### src/rtl/bcd_pkg.sv
// Shared definitions for the BCD countdown timer: FSM states, digit limits
// and the helper used to size the prescaler.
package bcd_pkg;

  typedef enum logic [1:0] {
    ST_IDLE   = 2'd0,
    ST_RUN    = 2'd1,
    ST_PAUSED = 2'd2
  } state_t;

  localparam logic [3:0] BCD_MAX  = 4'd9;
  localparam logic [3:0] BCD_ZERO = 4'd0;

  // Ceiling log2; written as a bounded loop so it folds to a constant.
  function automatic int clog2(input int value);
    int result;
    result = 0;
    for (int i = 0; i < 31; i++) begin
      if ((1 << i) < value) result = i + 1;
    end
    return result;
  endfunction

  // Prescaler never collapses to zero bits, even when every cycle ticks.
  function automatic int psc_width(input int prescale);
    return (clog2(prescale) < 1) ? 1 : clog2(prescale);
  endfunction

endpackage

### src/rtl/bcd_digit_down.sv
// One decade cell of the BCD down-counter. A borrow request either steps the
// digit down or, from zero, rolls it to nine and passes the borrow upward.
module bcd_digit_down
  import bcd_pkg::*;
(
  input  logic [3:0] digit,
  input  logic       borrow_in,
  output logic [3:0] next_digit,
  output logic       borrow_out
);

  // Next value of this digit given a borrow from the digit below.
  always_comb begin
    next_digit = digit;
    if (borrow_in) begin
      next_digit = (digit == BCD_ZERO) ? BCD_MAX : digit - 4'd1;
    end
  end

  assign borrow_out = borrow_in & (digit == BCD_ZERO);

endmodule

### src/rtl/bcd_countdown_timer.sv
// Loadable multi-digit BCD countdown timer. Counts a preset value down to
// zero, one step every PRESCALE running cycles, then pulses done for a cycle.
module bcd_countdown_timer
  import bcd_pkg::*;
#(
  parameter int DIGITS   = 2,
  parameter int PRESCALE = 1
) (
  input  logic                clk,
  input  logic                rst,
  input  logic                load,
  input  logic [4*DIGITS-1:0] load_val,
  input  logic                start,
  input  logic                pause,
  output logic [4*DIGITS-1:0] count,
  output logic                busy,
  output logic                done
);

  localparam int CW = 4 * DIGITS;
  localparam int PW = psc_width(PRESCALE);
  localparam logic [PW-1:0] PSC_LAST = PW'(PRESCALE - 1);

  state_t          state;
  logic [PW-1:0]   psc;
  logic [CW-1:0]   next_count;
  logic [CW-1:0]   load_sat;
  logic [DIGITS:0] borrow;
  logic            count_zero;

  // Digit 0 always requests a decrement; the final borrow out of the chain
  // is high only when every digit is zero, which doubles as the zero flag.
  assign borrow[0]  = 1'b1;
  assign count_zero = borrow[DIGITS];

  for (genvar k = 0; k < DIGITS; k++) begin : g_digit
    bcd_digit_down u_digit (
      .digit      (count[4*k +: 4]),
      .borrow_in  (borrow[k]),
      .next_digit (next_count[4*k +: 4]),
      .borrow_out (borrow[k+1])
    );
  end

  // Clamp any non-decimal nibble of the preset to nine.
  always_comb begin
    load_sat = '0;
    for (int k = 0; k < DIGITS; k++) begin
      load_sat[4*k +: 4] = (load_val[4*k +: 4] > BCD_MAX) ? BCD_MAX : load_val[4*k +: 4];
    end
  end

  // Control FSM, prescaler and count register, in priority order.
  always_ff @(posedge clk) begin
    if (!rst) begin
      state <= ST_IDLE;
      count <= '0;
      psc   <= '0;
      busy  <= 1'b0;
      done  <= 1'b0;
    end else begin
      done <= 1'b0;
      if (load) begin
        count <= load_sat;
        psc   <= '0;
        state <= ST_IDLE;
        busy  <= 1'b0;
      end else if (pause && state == ST_RUN) begin
        state <= ST_PAUSED;
      end else if (start && state == ST_IDLE) begin
        if (!count_zero) begin
          state <= ST_RUN;
          busy  <= 1'b1;
          psc   <= '0;
        end else begin
          done <= 1'b1;
        end
      end else if (start && state == ST_PAUSED) begin
        state <= ST_RUN;
      end else if (state == ST_RUN) begin
        if (psc == PSC_LAST) begin
          psc   <= '0;
          count <= next_count;
          if (next_count == '0) begin
            state <= ST_IDLE;
            busy  <= 1'b0;
            done  <= 1'b1;
          end
        end else begin
          psc <= psc + PW'(1);
        end
      end
    end
  end

endmodule

### config.mk
export PLATFORM = sky130hd
export DESIGN_NAME = bcd_countdown_timer
export DESIGN_NICKNAME = d
export VERILOG_FILES = /design/src/rtl/bcd_pkg.sv /design/src/rtl/bcd_digit_down.sv /design/src/rtl/bcd_countdown_timer.sv
export SDC_FILE = /design/constraint.sdc
export NUM_CORES = 1
export LEC_CHECK = 0
export ABC_AREA = 0
export BUFFER_PORTS_ARGS = -buffer_cell sky130_fd_sc_hd__buf_2
export CAP_MARGIN = 15
export CORE_MARGIN = 2
export CORE_UTILIZATION = 48
export DETAILED_ROUTE_END_ITERATION = 10
export PLACE_DENSITY_LB_ADDON = 0.12
export SYNTH_ARGS = -nofsm -noshare
export SYNTH_HDL_FRONTEND = slang
export SYNTH_SLANG_ARGS = --single-unit
### constraint.sdc
create_clock -name clk -period 2.48 [get_ports clk]
set_input_delay 0.124 -clock clk [delete_from_list [all_inputs] [get_ports clk]]
set_output_delay 0.124 -clock clk [all_outputs]
set_load 0.05 [all_outputs]
==> results_dict.tcl, run 1 <==
set metrics [dict create \
    synth_compound_area_frac 0.293 \
    clock_path_buffers 2 \
    ys_ff_latch 12 \
    leakage_nw 0.355 \
    cp_max_fo 14 \
    synth.net_count 93 \
    dr.pass1.iters 4 \
    yosys_warnings 0 \
    core_area_mm2 0.00133 \
    worstMarginPinSlew_ps 277 \
    fin_setup_tns_ps 0 \
    placed_area_um2 801 \
    grt_pass1_vias 561 \
    post_cts_resize_count 0 \
    synth-simple-area-share 0.288 \
    vias 672 \
    finalPower_uw 499 \
    place_inst 113 \
    ctsHoldBuffers 0 \
    finalInstanceArea_um2 837 \
    diodes 0 \
    avgRoutedWirePerCell_um 13.2 \
    rows 13 \
    viasPerCell 5.74 \
    antenna_found_initial 0 \
    cts_htree_levels 1 \
    cp.required_ps 2680 \
    rsz0062_at_grt "false" \
    start_util 0.522 \
    grt.overflow.total 0 \
    cts_tree "built" \
    cts.reportedPaths.clkPinSlew_ps 80 \
    area_growth_pct 20.3 \
    drt_iter0_markers 8 \
    power_density_mw_per_mm2 597 \
    ant_nets 0 \
    synth_xor_area_frac 0.0126 \
    cts_setup_buffers 0 \
    drc 0 \
    status "finished, final reports clean" \
    use_met3 0.0517 \
    clock_latency_ps 280 \
    fmax_mhz 531 \
    yosys.area_share.adder 0 \
    cts_root_buffer "clkbuf_4" \
    gr-max-usage-layer "met2" \
    min_path_type "in -> reg" \
    cap_viol_max_count 0 \
    critical_path_class "reg -> reg" \
    grt_max_degree 15 \
    routed_wl_um 1550 \
    boundaryPins 23 \
    layoutNonFillerInstCount 117 \
    critical_path_arrival_ps 2080 \
    ir_worst_vdd_mv 0.275 \
    synth_top_family_by_area "compound AO/OA/AOI/OAI gates" \
    final.period_utilization 0.760 \
    numPortBuffers 22 \
    muxShareOfSynthArea 0 \
    drive_gt1_frac 0.294 \
    whs_ps 110 \
    syn_area_um2 696 \
    use_met2 0.269 \
    start_kind "flip-flop" \
    hold_viol_final 0 \
    skew_ps 4.14 \
    ys_types 33 \
    die_area_mm2 0.00177 \
    postSynthAreaPerCell_um2 8.70 \
    place_congestion 0.717 \
    grt_use_total 0.189 \
    grt_pass1_wl_um 2510 \
    ys_seq_area_frac 0.345 \
    dp_hpwl_um 1070 \
    cts.sinks 12 \
    numCtsBuffers 3 \
    end_kind "flip-flop" \
    finalMaxSlewViolations 0 \
    gr-usage-met1 0.253 \
    max-slew-margin-rel 0.813 \
    dieHeight_um 42.1 \
    syn_inst 80 \
    die_w_um 42.1 \
    finalSetupViolCount 0 \
    fin_nets 116 \
    post-route-min-period_ps 1880 \
]
[cell usage after synthesis]
master    instances  area (µm²)
dfxtp_1          12         240
nor2_1            8        30.0
inv_1             5        18.8
nand2b_1          5        31.3
o21ai_0           5        25.0
a21oi_1           4        20.0
a311oi_1          3        26.3
or4_1             3        22.5
a31oi_1           2        12.5
buf_4             2        15.0
nand3b_1          2        15.0
nor3b_1           2        15.0
o21a_1            2        15.0
o311a_1           2        20.0
o31a_1            2        17.5
o31ai_1           2        15.0
or3_1             2        12.5
or4b_1            2        20.0
a211oi_1          1        7.51
a221oi_2          1        15.0
a22oi_1           1        7.51
clkbuf_1          1        3.75
clkbuf_2          1        5.00
nor2b_1           1        6.26
nor3_1            1        5.00
nor4_1            1        6.26
nor4b_1           1        8.76
o221a_2           1        11.3
o41a_1            1        11.3
or2_2             1        6.26
or2b_1            1        7.51
or4b_4            1        13.8
xor2_1            1        8.76
[final timing paths]
| kind | startpoint | depth (start not counted) | endpoint | slack, ps |
|---|---|---|---|---|
| setup / recovery | state[0]$_SDFFE_PP0P_ | 3 | count[2]$_SDFFE_PN0P_ | 600 |
| setup reg to reg | state[0]$_SDFFE_PP0P_ | 3 | count[2]$_SDFFE_PN0P_ | 600 |
| hold / removal | rst | 2 | count[4]$_SDFFE_PN0P_ | 110 |
| hold reg to reg | count[7]$_SDFFE_PN0P_ | 2 | count[7]$_SDFFE_PN0P_ | 580 |
[cell families (layout without fill, tap and decap cells)]
group | Yosys count | count (layout)
DFF | 12 | 12
buffers and inverters | 9 | 31
and+or+nand+nor | 31 | 31
AOI/OAI and AO/OA | 27 | 27
xor gates and xnor gates | 1 | 1
[layout make-up]
class	count	area (µm²)
Fill cell	132	497
Timing Repair Buffer	22	110
Multi-Input combinational cell	59	413
Clock buffer	4	36.3
Tap cell	15	18.8
Inverter	5	18.8
Sequential cell	12	240
[cell usage in the layout, fill, tap and decap left out, types with 3 or more instances in the layout]
cell	count
buf_2	22
inv_1	5
nand2b_1	5
a311oi_1	3
clkbuf_4	3
nor2_1	8
or4_1	3
dfxtp_1	12
o21ai_0	5
a21oi_1	4
[report_power, final]
group          switching (mW)  total (mW)  internal (mW)
sequential             0.0166       0.221          0.204
combinational          0.0750       0.116         0.0410
clock                  0.0729       0.162         0.0894
[critical path: stages, from the launching register on]
cell,delay [ps]
dfxtp_1,460
or4b_4,590
or4b_1,500
a311oi_1,260
[metrics by stage]
| stage | setup slack [ps] | util |
|---|---|---|
| 6_report | 595 | 0.628 |
| 5_1_grt | 510 | 0.628 |
| 4_1_cts | 607 | 0.628 |
| 3_5_place_dp | 623 | 0.600 |
| 3_3_place_gp | 660 | 0.600 |
| 2_1_floorplan | 511 | - |
[state kept, by name (all words and copies together) (netlist names)]
name / cells
state: 2
busy: 1
done: 1
count: 8
[layer usage]
metal / part of all wire / vias up / routed length [µm]
met3: 0.049 / 4 / 76
met1: 0.50 / 299 / 777
met4: 0.021 / 0 / 33
met2: 0.43 / 17 / 662
li1: - / 352 / -
met5: 0 / - / 0
No activity file was read; power rests on OpenSTA's default activity.
==> run 2: changes to the inputs <==
--- a/config.mk
+++ b/config.mk
@@ -5,11 +5,11 @@
 export SDC_FILE = /design/constraint.sdc
 export NUM_CORES = 1
 export LEC_CHECK = 0
-export ABC_AREA = 0
+export ABC_AREA = 1
 export BUFFER_PORTS_ARGS = -buffer_cell sky130_fd_sc_hd__buf_2
 export CAP_MARGIN = 15
 export CORE_MARGIN = 2
-export CORE_UTILIZATION = 48
+export CORE_UTILIZATION = 45
 export DETAILED_ROUTE_END_ITERATION = 10
 export PLACE_DENSITY_LB_ADDON = 0.12
 export SYNTH_ARGS = -nofsm -noshare
==> constraint.sdc (replaced) <==
create_clock -name clk -period 1.7 [get_ports clk]
set_input_delay 0.085 -clock clk [delete_from_list [all_inputs] [get_ports clk]]
set_output_delay 0.085 -clock clk [all_outputs]
set_load 0.05 [all_outputs]
==> results_dict.tcl, run 2 <==
set metrics [dict create \
    yosys-top-cells-count "nand2_1 (29), inv_1 (15), dfxtp_1 (12), nor2_1 (9)" \
    post-route-min-period_ps 1390 \
    fmax_mhz 721 \
    final.period_utilization 0.816 \
    yosys_warnings 0 \
    ys_types 23 \
    ys_ff_latch 12 \
    yosys.area.top_type "dfxtp_1" \
    cts_tree "built" \
    hold_viol_final 0 \
    end_kind "flip-flop" \
    fin_setup_tns_ps 0 \
    grt_use_total 0.202 \
    top_register "count" \
    cp.required_ps 1860 \
    ctsHoldBuffers 0 \
    dieHeight_um 46.5 \
    die_area_mm2 0.00216 \
    max-slew-margin-rel 0.781 \
    largest_register_ff_count 8 \
    grt_pass1_wl_um 3110 \
    cap_viol_max_count 0 \
    drc 0 \
    diodes 0 \
    critical_path_class "reg -> reg" \
    synth.area.top_cells "dfxtp_1 (30%), nand2_1 (13%), inv_1 (6.9%)" \
    cts_setup_buffers 0 \
    critical_path_arrival_ps 1540 \
    postSynthAreaPerCell_um2 6.82 \
    reg_top3 "count x8, state x2" \
    numCtsBuffers 3 \
    core_area_mm2 0.00171 \
    die_w_um 46.5 \
    drt_iter0_markers 20 \
    drive_gt1_frac 0.308 \
    finalSetupViolCount 0 \
    synth_most_common_cell "nand2_1" \
    leakage_nw 0.449 \
    min_path_type "in -> reg" \
    routed_wl_um 1870 \
    synth_edf_count 0 \
    vias 838 \
    post_cts_resize_count 0 \
    grt_pass1_vias 725 \
    async_reset_ff_frac 0 \
    start_util 0.475 \
    numPortBuffers 22 \
    worstSetupStartpoint "count[0]$_SDFFE_PN0P_" \
    clock_latency_ps 280 \
    start_kind "flip-flop" \
    cts.reportedPaths.clkPinSlew_ps 80 \
    finalMaxSlewViolations 0 \
    ys_seq_area_frac 0.296 \
    place_inst 165 \
    syn_area_um2 812 \
    synth_top_area_share 0.296 \
    avgRoutedWirePerCell_um 11.2 \
    clock_path_buffers 2 \
    ys.flop_type "dfxtp_1" \
    synth.net_count 132 \
    cts.sinks 12 \
    dr.pass1.iters 4 \
    cts_root_buffer "clkbuf_4" \
    rows 15 \
    skew_ps 6.36 \
    area_growth_pct 19.6 \
    grt.overflow.total 0 \
    power_density_mw_per_mm2 787 \
    fin_nets 158 \
    layoutNonFillerInstCount 168 \
    worstMarginPinSlew_ps 328 \
    viasPerCell 4.99 \
    dp_hpwl_um 1470 \
    cp_max_fo 7 \
    r2r-start "count[0]$_SDFFE_PN0P_" \
    syn_inst 119 \
    place_congestion 0.823 \
    antenna_found_initial 0 \
    ant_nets 0 \
    hp-start "start" \
    boundaryPins 23 \
    final_common_cell "nand2_1" \
    status "finished, final reports clean" \
    ir_worst_vdd_mv 0.489 \
    grt_max_degree 14 \
    rsz0062_at_grt "false" \
    final_cell_mix "nand2_1 (29), buf_2 (22), inv_1 (15)" \
    cts_htree_levels 1 \
]
-- run 2: cell types whose count changed after synthesis, sizes merged, moves of 3 or more --
cell	delta
a311oi	-3
nand2b	-5
o21ai	+5
nand2	+31
a21oi	+6
inv	+11
or4	-3
nor2	+9
or4b	-3
a31oi	+4
nand3	+10
-- run 2: final timing paths --
| path | cells after the start | endpoint | slack [ps] |
|---|---|---|---|
| setup / recovery | 8 | busy$_SDFFE_PP0P_ | 310 |
| hold / removal | 3 | state[0]$_SDFFE_PP0P_ | 90 |
| setup reg to reg | 8 | busy$_SDFFE_PP0P_ | 310 |
| hold reg to reg | 2 | state[0]$_SDFFE_PP0P_ | 460 |
-- run 2: final cells by class --
type,count,area (µm²)
fillers,171,737
multi-input cells,90,507
flip-flops and latches,12,240
repair buffers,22,110
inverters,16,60.1
well taps,25,31.3
clock buffers,3,22.5
-- run 2: logic make-up (layout without fill, tap and decap cells) --
logic type	Yosys count	after routing	synth area share
flip-flops	12	12	0.296
AND/OR/NAND/NOR	61	61	0.407
AO/OA/AOI/OAI	29	29	0.217
buffers and inverters	17	41	0.0801
-- run 2: per-layer routing --
metal,share of wire,GRT usage
met2,0.46,0.333
met3,0.050,0.0353
met4,0.011,0.0514
met5,0,0
met1,0.48,0.270
-- run 2: worst max-delay path, stage by stage (launching register included) --
cell,delay (ps)
dfxtp_1,370
nor2_4,250
nand2_4,80
nor2_4,140
nor2_2,60
a21oi_2,150
nand3_1,90
nand2_1,60
a21oi_1,60
-- run 2: per-stage QoR --
step | power, mW | setup WS [ps] | util | cell area (µm²) | hold slack, ps
2_1_floorplan | 0.527 | 149 | - | 812 | 223
3_3_place_gp | 0.586 | 360 | 0.555 | 948 | 372
3_5_place_dp | 0.589 | 342 | 0.555 | 948 | 377
4_1_cts | 0.765 | 321 | 0.568 | 971 | 89.2
5_1_grt | 0.809 | 182 | 0.568 | 971 | 87.9
6_report | 0.764 | 313 | 0.568 | 971 | 90.5
-- run 2: report_power, final --
| part | switching, mW | internal [mW] |
|---|---|---|
| sequential | 0.0240 | 0.299 |
| combinational | 0.180 | 0.0804 |
| clock | 0.0986 | 0.0821 |
==> run 3: changes to the inputs <==
--- a/config.mk
+++ b/config.mk
@@ -9,7 +9,7 @@
 export BUFFER_PORTS_ARGS = -buffer_cell sky130_fd_sc_hd__buf_2
 export CAP_MARGIN = 15
 export CORE_MARGIN = 2
-export CORE_UTILIZATION = 45
+export CORE_UTILIZATION = 50
 export DETAILED_ROUTE_END_ITERATION = 10
 export PLACE_DENSITY_LB_ADDON = 0.12
 export SYNTH_ARGS = -nofsm -noshare
==> constraint.sdc (replaced) <==
create_clock -name clk -period 1.4 [get_ports clk]
set_input_delay 0.07 -clock clk [delete_from_list [all_inputs] [get_ports clk]]
set_output_delay 0.07 -clock clk [all_outputs]
set_load 0.05 [all_outputs]
==> results_dict.tcl, run 3 (synthesized netlist as in run 2, its figures left out) <==
set metrics [dict create \
    fin_setup_tns_ps 0 \
    min_path_type "in -> reg" \
    top_register "count" \
    dp_hpwl_um 1550 \
    dieHeight_um 44.3 \
    crit_slowest_cell "dfxtp_4" \
    fin_nets 161 \
    post-route-min-period_ps 1360 \
    skew_ps 2.46 \
    status "finished, final reports clean" \
    finalSetupViolCount 0 \
    avgRoutedWirePerCell_um 11.7 \
    seqPwrFrac 0.420 \
    reg_top3 "count x8, state x2" \
    critical_path_class "reg -> reg" \
    final_common_cell "nand2_1" \
    numCtsBuffers 3 \
    start_kind "flip-flop" \
    combPwrFrac 0.352 \
    grt.overflow.total 0 \
    drc 0 \
    critPathMaxStageDelay_ps 360 \
    cp_max_fo 6 \
    rsz0062_at_grt "true" \
    routed_wl_um 1890 \
    rows 14 \
    largest_register_ff_count 8 \
    p_int_uw 576 \
    cts.reportedPaths.clkPinSlew_ps 70 \
    die_area_mm2 0.00196 \
    start_util 0.539 \
    cts_htree_levels 1 \
    fmax_mhz 737 \
    finalPower_uw 942 \
    grt_max_degree 14 \
    power_switching_share 0.388 \
    cts_tree "built" \
    end_kind "flip-flop" \
    path_cells "nor2_4 -> nand2_4 -> nor2_4 -> nor2_2 -> a21oi_2 -> nand3_2 -> nand2_1 -> a21oi_1" \
    cts_root_buffer "clkbuf_4" \
    clock_path_buffers 2 \
    core_area_mm2 0.00151 \
    clkPwrFrac 0.227 \
    viasPerCell 5.35 \
    hold_viol_final 0 \
    die_w_um 44.3 \
    grt_use_total 0.230 \
    dr.pass1.iters 4 \
    final.period_utilization 0.969 \
    cts.sinks 12 \
    cp.required_ps 1570 \
    ir_worst_vdd_mv 0.525 \
    drive_gt1_frac 0.377 \
    numPortBuffers 22 \
    ant_nets 0 \
    clock_latency_ps 270 \
    grt_pass1_wl_um 3310 \
    grt_pass1_vias 768 \
    leakage_nw 0.466 \
    drt_iter0_markers 17 \
    diodes 0 \
    cpMostUsedCell "nor2_4" \
    antenna_found_initial 0 \
    place_congestion 0.880 \
    power_density_mw_per_mm2 947 \
    max-slew-margin-rel 0.821 \
    critical_path_arrival_ps 1520 \
    vias 867 \
    area_growth_pct 22.5 \
    worstMarginPinSlew_ps 268 \
    boundaryPins 23 \
    cap_viol_max_count 0 \
    finalMaxSlewViolations 0 \
    final_cell_mix "nand2_1 (29), buf_2 (22), inv_1 (15)" \
    crit_family "simple AND/OR/NAND/NOR gates" \
    ctsHoldBuffers 0 \
    cp_num_buf_inv 0 \
    switching_power_uw 365 \
]
[run 3: final timing paths]
path                               from               endpoint  slack (ps)  depth (start not counted)
setup / recovery  count[1]$_SDFFE_PN0P_  state[0]$_SDFFE_PP0P_          40                          8
hold / removal                      rst  count[1]$_SDFFE_PN0P_          70                          3
hold reg to reg       busy$_SDFFE_PP0P_      busy$_SDFFE_PP0P_         480                          2
setup reg to reg  count[1]$_SDFFE_PN0P_  state[0]$_SDFFE_PP0P_          40                          8
[run 3: power by group through the flow]
stage                     logic [mW]  clock network (mW)  registers [mW]
final                          0.332               0.214           0.396
after global routing           0.371               0.230           0.400
after CTS                      0.320               0.221           0.396
after detailed placement       0.319                   0           0.404
after global placement         0.314                   0           0.402
after floorplan                0.177                   0           0.467
[run 3: stage by stage]
step	std cells	setup WS (ps)	hold WS (ps)	util	cell area (µm²)
after floorplan	119	77.2	201	-	822
after global placement	157	95.5	357	0.634	955
after detailed placement	157	43.4	364	0.634	955
after CTS	160	35.9	70.1	0.649	977
after global routing	162	-81.2	84.3	0.660	995
final	162	43.2	72.8	0.660	995
[run 3: timing repair]
item                       in CTS  in global routing
gates resized for setup         0                  1
buffers inserted                0                  2
setup endpoints to repair       0                  6
[run 3: tightest hold or removal path, cell delays in order]
cell and delay, ps:
buf_2 130, o21ai_0 70, a21oi_1 40
[run 3: layer usage]
metal  wire length [µm]  up-vias  share of wire  global-route usage
li1                   -      455              -                   -
met2                948       30           0.50               0.397
met4                 25        0          0.013              0.0909
met5                  0        -              0                   0
met3                105        2          0.055              0.0367
met1                815      380           0.43               0.285
[run 3: final cells by class]
type	count	area (µm²)
Sequential cell	12	253
Multi-Input combinational cell	90	507
Inverter	16	60.1
Timing Repair Buffer	25	133
Clock buffer	3	22.5
Fill cell	146	512
Tap cell	16	20.0
